<file path="src/rtl/display_scan_ctrl_pkg.sv">
// Shared definitions for the display scan path: digit-select codes, digit count,
// scan FSM states and small decode helpers.
// Used by the scan controller and by the mux-side logic.
package display_scan_ctrl_pkg;

    localparam logic [1:0] DIG0 = 2'b00;
    localparam logic [1:0] DIG1 = 2'b01;
    localparam logic [1:0] DIG2 = 2'b10;

    localparam int NUM_DIGITS = 3;

    typedef enum logic [1:0] {
        ST_IDLE  = 2'b00,
        ST_BLANK = 2'b01,
        ST_SHOW  = 2'b10
    } scan_state_t;

    // Digit order 0 -> 1 -> 2 -> 0; 2'b11 is never produced.
    function automatic logic [1:0] next_digit(input logic [1:0] d);
        logic [1:0] n;
        case (d)
            DIG0:    n = DIG1;
            DIG1:    n = DIG2;
            default: n = DIG0;
        endcase
        return n;
    endfunction

    // Active-low enable with only the selected digit's bit low.
    function automatic logic [NUM_DIGITS-1:0] anode_for(input logic [1:0] d);
        logic [NUM_DIGITS-1:0] a;
        case (d)
            DIG0:    a = 3'b110;
            DIG1:    a = 3'b101;
            default: a = 3'b011;
        endcase
        return a;
    endfunction

endpackage

</file>
<file path="src/rtl/display_scan_ctrl_slot_counter.sv">
// Slot counter: counts 0..PRESCALE-1 and wraps; last flags the final count.
// Latency: count updates one cycle after en; last is combinational from count.
// Backpressure: en low freezes the count; clr forces zero and wins over en.
// Ports: clk, reset_n (async, active-low), clr, en, count, last.
module slot_counter #(
    parameter int PRESCALE = 50000
) (
    input  logic                        clk,
    input  logic                        reset_n,
    input  logic                        clr,
    input  logic                        en,
    output logic [$clog2(PRESCALE)-1:0] count,
    output logic                        last
);

    localparam int CW = $clog2(PRESCALE);
    localparam logic [CW-1:0] LAST_VAL = CW'(PRESCALE - 1);

    assign last = (count == LAST_VAL);

    always_ff @(posedge clk or negedge reset_n) begin
        if (!reset_n) begin
            count <= '0;
        end else if (clr) begin
            count <= '0;
        end else if (en) begin
            count <= last ? '0 : count + CW'(1);
        end
    end

endmodule

</file>
<file path="src/rtl/display_scan_ctrl.sv">
// Three-digit 7-segment scan controller: digit select, blanked active-low anodes, frame pulse.
// Latency: first slot starts on the edge after enable is seen in IDLE; all outputs registered.
// Backpressure: hold freezes slot position and outputs; enable low returns to IDLE (wins over hold).
// Ports: clk, reset_n (async, active-low), enable, hold -> control[1:0], anode[2:0], frame_done.
module display_scan_ctrl
    import display_scan_ctrl_pkg::*;
#(
    parameter int PRESCALE = 50000,
    parameter int BLANK    = 500
) (
    input  logic       clk,
    input  logic       reset_n,
    input  logic       enable,
    input  logic       hold,
    output logic [1:0] control,
    output logic [2:0] anode,
    output logic       frame_done
);

    localparam int CW = $clog2(PRESCALE);
    // Unused when BLANK == 0 since the BLANK state is never entered then.
    localparam logic [CW-1:0] BLANK_LAST = CW'((BLANK > 0) ? BLANK - 1 : 0);

    scan_state_t   state;
    logic [1:0]    digit;
    logic [CW-1:0] count;
    logic          last;
    logic          running;
    logic          cnt_clr;
    logic          cnt_en;

    assign running = (state != ST_IDLE);
    // Counter sits at zero while idle so each start begins on a fresh slot.
    assign cnt_clr = !enable || !running;
    assign cnt_en  = running && !hold;

    slot_counter #(
        .PRESCALE(PRESCALE)
    ) u_slot_counter (
        .clk     (clk),
        .reset_n (reset_n),
        .clr     (cnt_clr),
        .en      (cnt_en),
        .count   (count),
        .last    (last)
    );

    // The digit register is the registered mux select.
    assign control = digit;

    always_ff @(posedge clk or negedge reset_n) begin
        if (!reset_n) begin
            state      <= ST_IDLE;
            digit      <= DIG0;
            anode      <= 3'b111;
            frame_done <= 1'b0;
        end else if (!enable) begin
            state      <= ST_IDLE;
            digit      <= DIG0;
            anode      <= 3'b111;
            frame_done <= 1'b0;
        end else begin
            // Pulse by default; only a 2->0 wrap re-asserts it below.
            frame_done <= 1'b0;
            case (state)
                ST_IDLE: begin
                    digit <= DIG0;
                    if (BLANK == 0) begin
                        state <= ST_SHOW;
                        anode <= anode_for(DIG0);
                    end else begin
                        state <= ST_BLANK;
                        anode <= 3'b111;
                    end
                end
                ST_BLANK: begin
                    if (!hold && count == BLANK_LAST) begin
                        state <= ST_SHOW;
                        anode <= anode_for(digit);
                    end
                end
                ST_SHOW: begin
                    if (!hold && last) begin
                        // Select changes together with the anode going dark, so
                        // the mux settles before the next digit lights.
                        digit      <= next_digit(digit);
                        frame_done <= (digit == DIG2);
                        if (BLANK == 0) begin
                            state <= ST_SHOW;
                            anode <= anode_for(next_digit(digit));
                        end else begin
                            state <= ST_BLANK;
                            anode <= 3'b111;
                        end
                    end
                end
                default: begin
                    state <= ST_IDLE;
                    digit <= DIG0;
                    anode <= 3'b111;
                end
            endcase
        end
    end

endmodule

</file>
<file path="config.mk">
export PLATFORM = sky130hd
export DESIGN_NAME = display_scan_ctrl
export DESIGN_NICKNAME = d
export VERILOG_FILES = /design/src/rtl/display_scan_ctrl_pkg.sv /design/src/rtl/display_scan_ctrl_slot_counter.sv /design/src/rtl/display_scan_ctrl.sv
export SDC_FILE = /design/constraint.sdc
export NUM_CORES = 1
export LEC_CHECK = 0
export ABC_AREA = 0
export ABC_CLOCK_PERIOD_IN_PS = 1900
export CAP_MARGIN = 20
export CORE_MARGIN = 3
export CORE_UTILIZATION = 50
export DETAILED_ROUTE_END_ITERATION = 6
export HOLD_SLACK_MARGIN = 0.06
export MAX_ROUTING_LAYER = met4
export PLACE_DENSITY = 0.75
export RECOVER_POWER = 25
export REMOVE_ABC_BUFFERS = 1
export SYNTH_ARGS = -nofsm -noshare
export SYNTH_HDL_FRONTEND = slang
export SYNTH_HIERARCHICAL = 1
export SYNTH_SLANG_ARGS = --single-unit
</file>
<file path="constraint.sdc">
create_clock -name clk -period 1.9 [get_ports clk]
set_input_delay 0.19 -clock clk [delete_from_list [all_inputs] [get_ports clk]]
set_output_delay 0.19 -clock clk [all_outputs]
set_load 0.005 [all_outputs]
</file>
==> results of run 1 <==
## cell type report
type / instances / area (um2) / share of cell area [%]
Tap cell: 31 / 38.79 / 1.955
Timing Repair Buffer: 44 / 382.9 / 19.29
Clock buffer: 3 / 22.52 / 1.135
Inverter: 2 / 7.507 / 0.3783
Multi-Input combinational cell: 118 / 895.9 / 45.15
Clock inverter: 1 / 30.03 / 1.513
Sequential cell: 24 / 606.8 / 30.58
## power groups by stage
| stage | sequential (mW) | combinational (mW) | clock (mW) |
|---|---|---|---|
| final | 0.518 | 0.142 | 0.367 |
| after global routing | 0.518 | 0.150 | 0.402 |
| after detailed placement | 0.527 | 0.114 | 0 |
| after CTS | 0.518 | 0.115 | 0.386 |
| after global placement | 0.527 | 0.111 | 0 |
| after floorplan | 0.530 | 0.0419 | 0 |
## flip-flops by register name (all words and copies together) (netlist names)
signal                cells
anode                     3
state                     2
u_slot_counter/count     16
frame_done                1
control                   2
## synth_stat cells (3+ instances only)
| cell | n | area [um2] |
|---|---|---|
| dfrtp_1 | 21 | 525.5 |
| nand3_1 | 9 | 45.04 |
| nor2_1 | 9 | 33.78 |
| nor2_2 | 8 | 50.05 |
| nand2_1 | 7 | 26.28 |
| nand4_1 | 7 | 43.79 |
| a21oi_1 | 6 | 30.03 |
| nand2b_1 | 5 | 31.28 |
| o21ai_0 | 5 | 25.02 |
| xnor2_1 | 5 | 43.79 |
| nor4_1 | 4 | 25.02 |
| buf_6 | 3 | 33.78 |
| dfstp_2 | 3 | 78.83 |
| nor2b_1 | 3 | 18.77 |
| nor3_1 | 3 | 15.01 |
| o22ai_1 | 3 | 18.77 |
| xor2_1 | 3 | 26.28 |
## final timing paths
| path | startpoint | to | slack, ns |
|---|---|---|---|
| min reg2reg | control[0]$_DFFE_PN0P_ | frame_done$_DFF_PN0_ | 0.59 |
| min | control[0]$_DFFE_PN0P_ | frame_done$_DFF_PN0_ | 0.59 |
| max | u_slot_counter/count[13]$_DFFE_PN0P_ | u_slot_counter/count[13]$_DFFE_PN0P_ | -0.11 |
| max in group asynchronous | reset_n | u_slot_counter/count[10]$_DFFE_PN0P_ | 0.42 |
| max reg2reg | u_slot_counter/count[13]$_DFFE_PN0P_ | u_slot_counter/count[13]$_DFFE_PN0P_ | -0.11 |
| min in group asynchronous | reset_n | u_slot_counter/count[14]$_DFFE_PN0P_ | 0.64 |
## stage by stage
stage | std cells | power, mW | TNS [ns] | instance area [um2] | worst slack [ns]
after CTS | 217 | 1.019 | -0.2067 | 1883 | -0.05943
after global placement | 210 | 0.6379 | 0 | 1795 | 0.0005610
after floorplan | 144 | 0.5721 | -0.3192 | 1459 | -0.1047
after detailed placement | 210 | 0.6411 | -0.3554 | 1795 | -0.07038
final | 223 | 1.027 | -0.5420 | 1984 | -0.1056
after global routing | 223 | 1.070 | -1.279 | 1984 | -0.1698
## routing by layer
metal | track usage, % | vias up | share of wire [%]
li1 | - | 650 | -
met1 | 30.54 | 691 | 44
met2 | 32.21 | 65 | 47
met3 | 3.617 | 15 | 6.2
met4 | 8.359 | 0 | 3.3
met5 | - | - | 0
## repair_timing
item	CTS	global route
buffers inserted	3	5
setup endpoints to repair	8	22
gates resized for setup	4	9
pin swaps	3	5
cloned	0	1
## worst max-delay path: stages, from the launching register on
cell and delay (ns):
dfrtp_1 0.41, or4bb_4 0.59, buf_4 0.16, o41ai_2 0.34, buf_4 0.19, o221a_2 0.18, nor2_1 0.04
## kinds of logic (layout without fill, tap and decap cells)
| family | after synthesis | in the layout | synth area share, % |
|---|---|---|---|
| and+or+nand+nor | 76 | 76 | 34.33 |
| AOI/OAI and AO/OA | 31 | 31 | 15.13 |
| DFF | 24 | 24 | 40.15 |
| xor gates and xnor gates | 8 | 8 | 4.655 |
| buffers and inverters | 8 | 50 | 3.574 |
| muxes | 2 | 2 | 1.330 |
| adders and majority gates | 1 | 1 | 0.8311 |
## cell usage in the layout, fill, tap and decap left out, types with 3 or more instances in the layout
| cell | n |
|---|---|
| xor2_1 | 3 |
| nand3_1 | 9 |
| o21ai_0 | 4 |
| nand2_1 | 7 |
| nor2b_1 | 3 |
| xnor2_1 | 5 |
| nand2b_1 | 5 |
| nor2_2 | 9 |
| nor4_1 | 4 |
| clkdlybuf4s50_1 | 8 |
| nand4_1 | 7 |
| nor2_1 | 8 |
| a21oi_1 | 6 |
| dfrtp_1 | 19 |
| buf_4 | 31 |
| dfstp_2 | 3 |
| clkbuf_4 | 3 |
==> results.toml, run 1 <==
[floorplan]
std_cell_rows = 19
coreArea_um2 = 2805
die_h_um = 60.87
dieArea_um2 = 3705
io_pins = 10
die_x_um = 60.87
start_util_pct = 53.66

[power]
clock_power_share_pct = 35.7
ir_drop_mv = 0.3053
seq_power_share_pct = 50.4
switching_power_uw = 231.4
power.density_nw_per_um2 = 517.5
sw_frac_of_total_pct = 22.53
p_comb_share_pct = 13.9
p_leak_nw = 0.7842
internal_power_uw = 795.6

[routing]
antenna_left = 0
drcViolationCount = 0
via_per_inst = 6.372
vias = 1421
drtIter0Drc = 95
routed_wl_mm = 3.925
wire_per_inst_um = 17.60
drtPass1Iterations = 5

[yosys]
synth_ff_type = "dfrtp_1"
seq_area_frac_synth_pct = 40.15
async_reset_ff_share_pct = 100.0
ys_seq_elements = 24
yosysWarningCount = 6
syn-cell-area_um2 = 1505
syn_inst = 150
syn_area_per_cell_um2 = 10.03
synth_edf_count = 0
yosysUniqueCellTypes = 54

[sta]
hold-worst-slack_ns = 0.5874
fin_ws_ns = -0.1056
slew_viol_final = 0
finalSetupViolCount = 8
timing.fmax_mhz = 498.6
min_period_ns = 2.006
fin_crit_sh_pct = 105.6
hold_violations = 0
skew_ns = 0.005847
rsz0062_at_grt = "yes"
slew_headroom_pct = 15.33
worst_pin_slew_ns = 1.270

[global_route]
gr-total-overflow = 0
grt_use_total_pct = 22.07
grt_max_degree = 25
grt_pass1_vias = 1271
grt_first_pass_wirelength_mm = 6.023
grt_antenna_before_repair = 0

[setup_path]
required_ns = 2.12
crit_fanout = 3
reg2reg_depth = 6
crit_arrival_ns = 2.23
cp-start-kind = "flop"
path_class = "reg2reg"
worst_setup_path_end_kind = "flop"

[cts]
clock_sinks = 24
clk_pin_slew_ns = 0.13
clock_path_buffers = 2
tritoncts = "yes"
hold_buffers = 0
h-tree-depth = 1
cts_made_buffers = 3
insertion_delay_ns = 0.32
clockRootBuffer = "clkbuf_4"

[finish]
fin_nets = 198
fillCellCount = 209
drive_above_1_share_pct = 36.98
synthToLayoutAreaGrowth_pct = 31.84
final_util_pct = 70.74
antenna_cells = 0

[run_status]
violations = "negative setup slack"
status = "finished, violations left"

[place]
gp_congestion = 0.8601
numPortBuffers = 9
dp_hpwl_mm = 2.627

[run]
cap_violations = 0

[hold_path]
min_path_cells = 1
hp-class = "reg2reg"
(Power assumes the default switching activity.)
==> inputs of run 2 (changes only) <==
==> constraint.sdc (replaced) <==
create_clock -name clk -period 1.9 [get_ports clk]
set_input_delay 0.38 -clock clk [delete_from_list [all_inputs] [get_ports clk]]
set_output_delay 0.38 -clock clk [all_outputs]
set_load 0.005 [all_outputs]
==> run 2 against run 1 <==
Against the previous run: the run still ends with negative setup slack left; sequential power about the same; cell count decreased by 0.45%; via count decreased by 1.6%; non-clock buffer count decreased by 1; count of clock-buffer cells in the layout increased by 1; power decreased by 10%; global-route usage increased by 0.45 points; critical path depth decreased by 1; clock power decreased by 26%; flip-flop and latch count unchanged; worst hold slack got worse by 0.019 ns; setup slack improved by 0.029 ns.
==> results.toml, run 2 (synthesis gave the netlist of run 1 again) <==
[run_status]
status = "finished, violations left"
violations = "negative setup slack"

[place]
placed_cells = 215
dp_slack_ns = -0.1980
numPortBuffers = 9
gp_congestion = 0.9163
dp_hpwl_mm = 2.675
place_area_um2 = 1833

[setup_path]
crit_path_cell_trace = "or4bb_4 -> buf_4 -> o41a_1 -> a31oi_1 -> a21oi_1"
max_stage_delay_ns = 0.57
crit_fanout = 5
path_class = "reg2reg"
required_ns = 2.11
crit_family = "compound AO/OA/AOI/OAI gates"
path_buf_inv = 1
cp-start-kind = "flop"
worst_setup_path_end_kind = "flop"
crit_arrival_ns = 2.19
worst_path_max_delay_cell = "or4bb_4"

[routing]
via_per_inst = 6.297
drtPass1Iterations = 4
drcViolationCount = 0
wire_per_inst_um = 17.32
antenna_left = 0
vias = 1398
drtIter0Drc = 111
routed_wl_mm = 3.845

[floorplan]
die_x_um = 60.87
dieArea_um2 = 3705
std_cell_rows = 19
io_pins = 10
die_h_um = 60.87
coreArea_um2 = 2805
start_util_pct = 53.66

[power]
power.density_nw_per_um2 = 464.4
p_leak_nw = 0.7808
total_power_uw = 920.4
ir_drop_mv = 0.4155

[cts]
clock_path_buffers = 2
cts_made_buffers = 3
clockRootBuffer = "clkbuf_4"
clk_pin_slew_ns = 0.13
h-tree-depth = 1
tritoncts = "yes"
clock_sinks = 24
insertion_delay_ns = 0.31

[sta]
min_period_ns = 1.976
timing.fmax_mhz = 506.0
slew_headroom_pct = 11.16
finalSetupViolCount = 8
fin_ws_ns = -0.07623
worst_pin_slew_ns = 1.333
fin_crit_sh_pct = 104.0
slew_viol_final = 0
hold-worst-slack_ns = 0.5688
skew_ns = 0.001232
hold_violations = 0
rsz0062_at_grt = "yes"

[run]
cap_violations = 0

[finish]
mostFrequentLayoutCell = "buf_4"
largest_register = "u_slot_counter/count"
antenna_cells = 0
fin_area_um2 = 1982
final_cell_mix = "buf_4, dfrtp_1, nor2_2, nand3_1"
synthToLayoutAreaGrowth_pct = 31.67
fin_cells = 222
largest_reg_flops = 16
fin_nets = 197
drive_above_1_share_pct = 37.17
reg_top3 = "u_slot_counter/count: 16 flops, anode: 3 flops"

[global_route]
gr-total-overflow = 0
grt_max_degree = 25
grt_first_pass_wirelength_mm = 5.989
grt_pass1_vias = 1289
grt_use_total_pct = 22.52
grt_antenna_before_repair = 0

[hold_path]
hp-class = "reg2reg"
## run 2: changes by cell type in the layout (fill, tap and decap cells not counted), sizes merged
cell    delta
buf        -1
clkbuf     +1
bufinv     -1
## run 2: area by class of cell
class / instances / area (um2)
multi-input combinational: 118 / 912.1
inverter: 2 / 7.507
sequential: 24 / 604.3
timing repair buffer: 43 / 382.9
tap: 31 / 38.79
clock buffer: 4 / 36.28
fill: 206 / 823.3
## run 2: path summary, 6_finish.rpt
path                                                 startpoint                                   end  slack (ns)  cells past startpoint
setup / recovery           u_slot_counter/count[13]$_DFFE_PN0P_  u_slot_counter/count[15]$_DFFE_PN0P_       -0.08                      5
hold / removal                           control[0]$_DFFE_PN0P_                  frame_done$_DFF_PN0_        0.57                      1
setup reg to reg           u_slot_counter/count[13]$_DFFE_PN0P_  u_slot_counter/count[15]$_DFFE_PN0P_       -0.08                      5
hold reg to reg                          control[0]$_DFFE_PN0P_                  frame_done$_DFF_PN0_        0.57                      1
max in group asynchronous                               reset_n  u_slot_counter/count[11]$_DFFE_PN0P_        0.26                      2
min in group asynchronous                               reset_n  u_slot_counter/count[12]$_DFFE_PN0P_        0.87                      2
## run 2: repair_timing
action / in CTS / in global routing
pin swaps: 8 / 3
resized for setup: 6 / 10
setup endpoints to repair: 20 / 24
setup buffers: 3 / 0
hold endpoints to repair: 0 / 0
hold buffers: 0 / 0
gates cloned: 0 / 1
## run 2: worst register-to-register path, stage by stage (launching register included)
cell and delay, ns:
dfrtp_1 0.41, or4bb_4 0.57, buf_4 0.17, o41a_1 0.48, a31oi_1 0.19, a21oi_1 0.06
## run 2: power by group
part	total, mW	switching, mW	internal (mW)
Clock	0.270	0.153	0.117
Sequential	0.519	0.00312	0.516
Combinational	0.132	0.0696	0.0619
## run 2: layer usage
layer / up-vias / share of wire [%] / global-route usage (%)
li1: 652 / - / -
met1: 676 / 44 / 31.56
met2: 61 / 49 / 32.98
met3: 9 / 5.3 / 2.553
met4: 0 / 1.9 / 9.288
met5: - / 0 / -
## run 2: per-stage QoR
step,util [%],setup TNS [ns]
finish,70.65,-0.3638
global route,70.65,-1.160
CTS,68.73,-0.3480
detailed placement,65.34,-1.587
global placement,65.34,-1.048
floorplan,-,-0.3192
